$ cat config.mk
export PLATFORM = sky130hd
export DESIGN_NAME = trigger_block_request
export DESIGN_NICKNAME = d
export VERILOG_FILES = /design/src/rtl/trigger_block_request.sv
export SDC_FILE = /design/constraint.sdc
export NUM_CORES = 1
export LEC_CHECK = 0
export CAP_MARGIN = 5
export CORE_UTILIZATION = 40
export CTS_CLUSTER_SIZE = 14
export DETAILED_ROUTE_END_ITERATION = 6
export GPL_TIMING_DRIVEN = 0
export PLACE_DENSITY = 0.59
export RECOVER_POWER = 25
export SLEW_MARGIN = 15
export SYNTH_ARGS = -nofsm -noshare
export SYNTH_HDL_FRONTEND = slang
export SYNTH_SLANG_ARGS = --single-unit
export TNS_END_PERCENT = 5
$ cat constraint.sdc
create_clock -name clk_i -period 5.8 [get_ports clk_i]
set_clock_uncertainty 0.2 [all_clocks]
set_input_delay 1.74 -clock clk_i [delete_from_list [all_inputs] [get_ports clk_i]]
set_output_delay 1.74 -clock clk_i [all_outputs]
set_load 0.1 [all_outputs]
$ cat src/rtl/trigger_block_request.sv
// Trigger-to-readout request queue: turns T1 rising edges into block read
// requests (start/end block, trigger type, event number) and delivers them
// over a valid/ready interface. Events that arrive while the queue is full
// are dropped, pulsed on dropped_o and counted.
module trigger_block_request #(
    parameter int unsigned BLOCK_BITS = 9,
    parameter int unsigned DEPTH      = 4,
    parameter int unsigned NUM_L4     = 4
) (
    input  logic                  clk_i,
    input  logic                  rst_n_i,
    input  logic [BLOCK_BITS-1:0] block_counter_i,
    input  logic                  T1_i,
    input  logic [BLOCK_BITS-1:0] T1_offset_i,
    input  logic [3:0]            T1_length_i,
    input  logic [NUM_L4-1:0]     l4_matched_i,
    output logic                  T1_mask_o,
    output logic                  req_valid_o,
    input  logic                  req_ready_i,
    output logic [BLOCK_BITS-1:0] req_start_block_o,
    output logic [BLOCK_BITS-1:0] req_end_block_o,
    output logic [NUM_L4-1:0]     req_type_o,
    output logic [15:0]           req_event_o,
    output logic                  dropped_o,
    output logic [7:0]            drop_count_o
);

    localparam int unsigned PTR_W = $clog2(DEPTH);
    localparam int unsigned CNT_W = PTR_W + 1;
    localparam logic [CNT_W-1:0] FULL_C = CNT_W'(DEPTH);
    localparam logic [CNT_W-1:0] MASK_C = CNT_W'(DEPTH - 1);
    localparam logic [CNT_W-1:0] TWO_C  = CNT_W'(2);

    typedef struct packed {
        logic [BLOCK_BITS-1:0] start_block;
        logic [BLOCK_BITS-1:0] end_block;
        logic [NUM_L4-1:0]     l4_type;
        logic [15:0]           event_num;
    } req_t;

    typedef enum logic {
        ST_EMPTY   = 1'b0,
        ST_PRESENT = 1'b1
    } state_t;

    state_t              state_q;
    req_t                head_q;
    req_t                mem_q [DEPTH];
    logic [PTR_W-1:0]    wr_ptr_q;
    logic [PTR_W-1:0]    rd_ptr_q;
    logic [CNT_W-1:0]    count_q;
    logic                t1_prev_q;
    logic [15:0]         event_cnt_q;
    logic [7:0]          drop_cnt_q;
    logic                dropped_q;
    logic                mask_q;

    logic                t1_event_c;
    logic                push_c;
    logic                pop_c;
    logic [3:0]          len_c;
    logic [BLOCK_BITS-1:0] start_c;
    logic [BLOCK_BITS-1:0] end_c;
    req_t                new_req_c;
    logic [CNT_W-1:0]    count_next_c;
    logic [PTR_W-1:0]    rd_next_c;

    // Edge detect, admission against pre-pop occupancy, request payload.
    always_comb begin
        t1_event_c   = T1_i & ~t1_prev_q;
        push_c       = t1_event_c & (count_q < FULL_C);
        pop_c        = (state_q == ST_PRESENT) & req_ready_i;
        len_c        = (T1_length_i == 4'd0) ? 4'd1 : T1_length_i;
        start_c      = block_counter_i - T1_offset_i;
        end_c        = start_c + BLOCK_BITS'(len_c) - BLOCK_BITS'(1);
        new_req_c    = '{start_block: start_c, end_block: end_c,
                         l4_type: l4_matched_i, event_num: event_cnt_q};
        count_next_c = count_q + CNT_W'(push_c) - CNT_W'(pop_c);
        rd_next_c    = rd_ptr_q + PTR_W'(1);
    end

    // Queue storage; contents are don't-care once pointers are reset.
    always_ff @(posedge clk_i) begin
        if (push_c) begin
            mem_q[wr_ptr_q] <= new_req_c;
        end
    end

    // Counters, pointers, drop tracking and the output-stage FSM.
    // head_q mirrors mem_q[rd_ptr_q] so the request outputs come from flops.
    always_ff @(posedge clk_i or negedge rst_n_i) begin
        if (!rst_n_i) begin
            state_q     <= ST_EMPTY;
            head_q      <= '0;
            wr_ptr_q    <= '0;
            rd_ptr_q    <= '0;
            count_q     <= '0;
            t1_prev_q   <= 1'b1;
            event_cnt_q <= '0;
            drop_cnt_q  <= '0;
            dropped_q   <= 1'b0;
            mask_q      <= 1'b0;
        end else begin
            t1_prev_q <= T1_i;
            count_q   <= count_next_c;
            mask_q    <= (count_next_c >= MASK_C);
            dropped_q <= t1_event_c & ~push_c;
            if (push_c) begin
                wr_ptr_q    <= wr_ptr_q + PTR_W'(1);
                event_cnt_q <= event_cnt_q + 16'd1;
            end
            if (pop_c) begin
                rd_ptr_q <= rd_next_c;
            end
            if (t1_event_c && !push_c && drop_cnt_q != 8'hFF) begin
                drop_cnt_q <= drop_cnt_q + 8'd1;
            end
            case (state_q)
                ST_EMPTY: begin
                    if (push_c) begin
                        head_q  <= new_req_c;
                        state_q <= ST_PRESENT;
                    end
                end
                ST_PRESENT: begin
                    if (pop_c) begin
                        if (count_q >= TWO_C) begin
                            head_q <= mem_q[rd_next_c];
                        end else if (push_c) begin
                            head_q <= new_req_c;
                        end else begin
                            state_q <= ST_EMPTY;
                        end
                    end
                end
                default: state_q <= ST_EMPTY;
            endcase
        end
    end

    assign req_valid_o       = (state_q == ST_PRESENT);
    assign req_start_block_o = head_q.start_block;
    assign req_end_block_o   = head_q.end_block;
    assign req_type_o        = head_q.l4_type;
    assign req_event_o       = head_q.event_num;
    assign T1_mask_o         = mask_q;
    assign dropped_o         = dropped_q;
    assign drop_count_o      = drop_cnt_q;

endmodule

After elaboration in Yosys (flattened, before gate mapping)
Memories as Yosys holds them, arrays and structs flattened.
Cells that the tools add are included.

operators by class
  add/sub/neg operators = 9
  $lt $le $gt $ge = 3
  eq/ne operators = 2
  mux-type cells = 10
  bitwise operators = 7
  reductions and logical operators = 4

operator list
  kind                   number
  $mux 38                3
  $pmux 38 s2            1
  $add 16x1->16 const B  1
  $add 9x4->9            1
  $sub 9x1->9 const B    1
  $sub 9x9->9            1
  $add 8x1->8 const B    1
  $ne 8x8->1 const B     1
  $ge 3x2->1 const B     2
  $add 2x1->2 const B    2
  $and 1x1->1            4
  $logic_not 4->1        1
  $mux 1                 4
  $mux 4                 1
  $add 3x1->3            1
  $lt 3x3->1 const B     1
  $not 1->1              3
  $sub 3x1->3            1
  $logic_and 1x1->1      2
  $ne 2x1->1 const B     1
  $pmux 1 s2             1
  $logic_not 1->1        1

storage, ports and cells
  bits in registers = 73
  RAM bits = 152
  bits of input ports = 30
  logic and storage cells = 49
  memories = 1

memories
  name   words  bits a word  read ports  clocked after Yosys merged registers in  wr ports  RTL line  RTL
  mem_q  4      38           1           0                                        1         48        req_t mem_q [DEPTH];

Logic depth before layout (Yosys ltp)
  depth after elaboration = 8
  mapped depth = 17
  depth with buffers taken out = 17

Worst setup path after synthesis
OpenSTA, ideal clock, no wires.

  path type = input -> register
  from = input port block_counter_i[0]
  to = register head_q (netlist bit req_end_block_o[8])
  library setup time = 0.066 ns
  data arrival time = 4.590 ns
  required time = 5.534 ns
  slack = 0.944 ns
  cell stages on the path = 16
  path buffers = 0
  path through = inv_1 ha_1 inv_1 fa_1 xor2_1 inv_1 ha_1 inv_1 ha_1 a21o_1 a31oi_1 o21a_1 a21oi_1 o32ai_2 xor2_1 a31o_1

on the way
  cells in the longest elaborated chain, start to end = 7

ends and longest elaborated chain
  what                  RTL line  RTL
  start, declared       12        input logic [BLOCK_BITS-1:0] block_counter_i,
  $sub 9x9->9 (*)       74        start_c = block_counter_i - T1_offset_i;
  named net start_c[2]  62        logic [BLOCK_BITS-1:0] start_c;
  $add 9x4->9 (*)       75        end_c = start_c + BLOCK_BITS'(len_c) - BLOCK_BITS'(1);
  $sub 9x1->9 (*)       75
  named net end_c[8]    63        logic [BLOCK_BITS-1:0] end_c;
  $mux 38 (*)           120, 129
  $mux 38               127       if (count_q >= TWO_C) begin
  $mux 38               126       if (pop_c) begin
  $pmux 38 s2 (*)       118       case (state_q)
  end signal, assigned  121       head_q <= new_req_c;
  end signal, assigned  128       head_q <= mem_q[rd_next_c];
  end signal, assigned  130       head_q <= new_req_c;
  end, declared         47        req_t head_q;

Mark *: on every way through the listed nets, which the timed path passes. The rest lies on a longest branch. The select of a mux whose other input is x is not followed.
A chain may end at the register's enable or synchronous reset.

Worst setup path after layout
  from = input port T1_offset_i[0]
  to = register head_q (netlist bit req_end_block_o[8])

on the way
  cells in the longest elaborated chain, start to end = 7

ends and longest elaborated chain
  what                  RTL line  RTL
  start, declared       14        input logic [BLOCK_BITS-1:0] T1_offset_i,
  $sub 9x9->9 (*)       74
  named net start_c[4]  62
  $add 9x4->9 (*)       75
  $sub 9x1->9 (*)       75
  named net end_c[8]    63
  $mux 38 (*)           120, 129
  $mux 38               127
  $mux 38               126
  $pmux 38 s2 (*)       118

Marks and branches as above.

==> flow_summary.yaml <==
status:
  run_status: "complete, but fails checks"
  violations: "capacitance limit, slew limit"
drt:
  routed_via_density: 5.17
  firstDrtPassIters: 4
  ant_nets: 0
  vias: 5452
  drt-total-wl_mm: 19.5
  drt-initial-drc-count: 275
  drc: 0
  wire_per_inst_um: 18.5
yosys:
  synth.distinct_cells: 45
  postSynthNetCount: 673
  synth_flop_cell: "edfxtp_1"
  synthTopCellsByArea: "edfxtp_1, dfrtp_1, mux4_2, ha_1, a21oi_1"
  synth_edf_count: 152
  synth_area_um2: 9430
  ys_seq_elements: 225
  avgSynthCellArea_um2: 15.4
  synthCells: 614
  synth_area_leader_cell: "edfxtp_1"
  synth_top_area_share_pct: 48.4
  synth-seq-area-share_pct: 67.8
  async_flop_share_pct: 32.4
  synth_warnings: 0
job:
  drv_cap: 2
clock_network:
  insertion_delay_ps: 520
  hold_buffers: 0
  h-tree-depth: 1
  tritoncts: "done"
  cts_root_buffer: "clkbuf_16"
  cts_buffers: 24
  path_clk_slew_ps: 60
  cts_max_path_buffers: 3
  numClockSinks: 225
die:
  rows: 55
  die_area_um2: 24200
  ios: 79
  start_util_pct: 41.3
  core_um2: 22800
  die_y_um: 156
  fp.dieW_um: 156
global_route:
  grt_antenna_before_repair: 0
  grt_pass1_vias: 5671
  grt_pass1_wl_mm: 31.5
  globalRouteOverflowTotal: 0
  grt_max_degree: 43
  grt_usage_pct: 16.9
critical_path:
  crit_path_end_kind: "flip-flop"
  cpMaxStageDelayCell: "clkdlybuf4s50_1"
  cp_slowest_stage_delay_ps: 460
  required_ps: 6050
  cp-start-kind: "input port"
  cp_max_fo: 9
  path_cells: "clkdlybuf4s50_1 > ha_1 > inv_1 > fa_1 > nand3_1 > a21oi_1 > nor2_1 > inv_1 > ha_1 > a21o_1 > a31oi_1 > o21a_1 > a21oi_1 > o32ai_2 > xor2_1 > a31o_1"
  cp.arrival_ps: 5630
  crit_type: "input port to flip-flop"
sta:
  period_minus_slack_ps: 5380
  slew_viol_final: 76
  worst_pin_slew_ps: 2180
  hold_viol: 0
  rsz0062_at_grt: "false"
  fin_setup_tns_ps: 0
  fin_crit_sh_pct: 92.8
  relSlewSlack_pct: -45.5
  setup_violations: 0
  timing.fmax_mhz: 186
placement:
  hpwl_mm: 12.6
  routabilityCongestion: 0.782
  dp_cells: 1010
  port_buffers: 78
power:
  pwr_density_cell_nw_per_um2: 589
  peakVddDrop_uv: 321
  leakagePower_nw: 4.23
finish:
  area_delta_synth_final_pct: 21.9
  num-nets-final: 782
  drive_gt1_share_pct: 12.4
  final_cell_mix: "edfxtp_1, clkdlybuf4s50_1, dfrtp_1"
  antenna_cells: 0
  final_common_cell: "edfxtp_1"
  finalNonFillerCells: 1054
worst_hold_path:
  hp-class: "flip-flop to flip-flop"
-- flip-flops by register name, indices dropped and copies added (netlist names) --
register           flops
rd_ptr_q               2
T1_mask_o              1
event_cnt_q           16
req_event_o           16
mem_q                152
req_valid_o            1
req_start_block_o      9
wr_ptr_q               2
req_type_o             4
count_q                3
dropped_o              1
t1_prev_q              1
req_end_block_o        9
drop_count_o           8
-- cells in the mapped netlist (all sizes together), types with 2 or more instances --
cell / n
ha: 26
nor3: 3
nand2: 15
nor2: 48
a32o: 2
dfrtp: 72
buf: 8
nand4: 6
a31o: 2
a21o: 6
a21oi: 44
a31oi: 4
inv: 38
nand3: 9
and3: 5
clkbuf: 16
o21a: 4
o21ai: 9
mux4: 38
xor2: 13
o22ai: 35
xnor2: 25
nand2b: 4
nor2b: 5
edfxtp: 152
fa: 3
and2: 7
-- logic make-up (layout without fill, tap and decap cells) --
kind of cell	count (synthesis)	after routing	share of synthesized area [%]
flops	225	225	67.8
buf+inv	62	189	2.52
mux	40	40	9.31
xor+xnor	38	38	3.53
compound gates	114	114	7.47
simple gates	106	106	5.26
fa+ha+maj	29	29	4.09
-- routing by layer --
layer | wire, um | global-route usage, %
met1 | 8580 | 23.0
met2 | 9630 | 28.7
met3 | 959 | 2.56
met4 | 282 | 3.92
met5 | 0 | 0
-- worst paths after layout --
path	cells past startpoint	from	slack [ps]	end
worst max-delay path	16	T1_offset_i[0]	420	req_end_block_o[8]
worst min-delay path	1	drop_count_o[7]	300	drop_count_o[7]
worst max register to register	6	count_q[2]	2730	req_start_block_o[7]
worst min register to register	1	drop_count_o[7]	300	drop_count_o[7]
max in group asynchronous	2	rst_n_i	800	req_start_block_o[8]
min in group asynchronous	1	rst_n_i	1500	req_event_o[4]
-- worst max-delay path, delay by kind of cell --
| family | cells | cell delay (ps) |
|---|---|---|
| compound gates | 7 | 1300 |
| buf+inv | 3 | 640 |
| simple gates | 2 | 580 |
| xor+xnor | 1 | 380 |
| fa+ha+maj | 3 | 980 |
-- metrics by stage --
step	util [%]	hold slack (ps)	worst slack, ps	area [um2]	total power [W]
detailed placement	46.9	292	-237	10700	0.00531
global placement	46.4	279	-66.2	10600	0.00524
CTS	50.4	301	299	11500	0.00685
finish	50.3	296	419	11500	0.00677
global route	50.3	316	49.8	11500	0.00711
floorplan	-	277	944	9430	0.00451
-- report_power, final --
| group | total, W | internal, W | switching (W) |
|---|---|---|---|
| Sequential | 0.00226 | 0.00208 | 0.000181 |
| Combinational | 0.00298 | 0.000923 | 0.00205 |
| Clock | 0.00153 | 0.000909 | 0.000623 |
| Total | 0.00677 | 0.00391 | 0.00286 |
-- timing repair --
action                                  CTS  global route
buffers inserted                          0             0
endpoints found under the setup margin    0             1
gates resized for setup                   0             1
hold endpoints to repair                  0             0
-- layout make-up --
class                      count  area (um2)
buffer                        24        95.1
fill                        1935       11400
clock inverter                16         173
tap                          313         392
clock buffer                  28         626
multi-input combinational    327        2810
inverter                      38         143
sequential                   225        6390
timing repair buffer          83         865
Note: power is estimated with default switching activity, not from simulation.
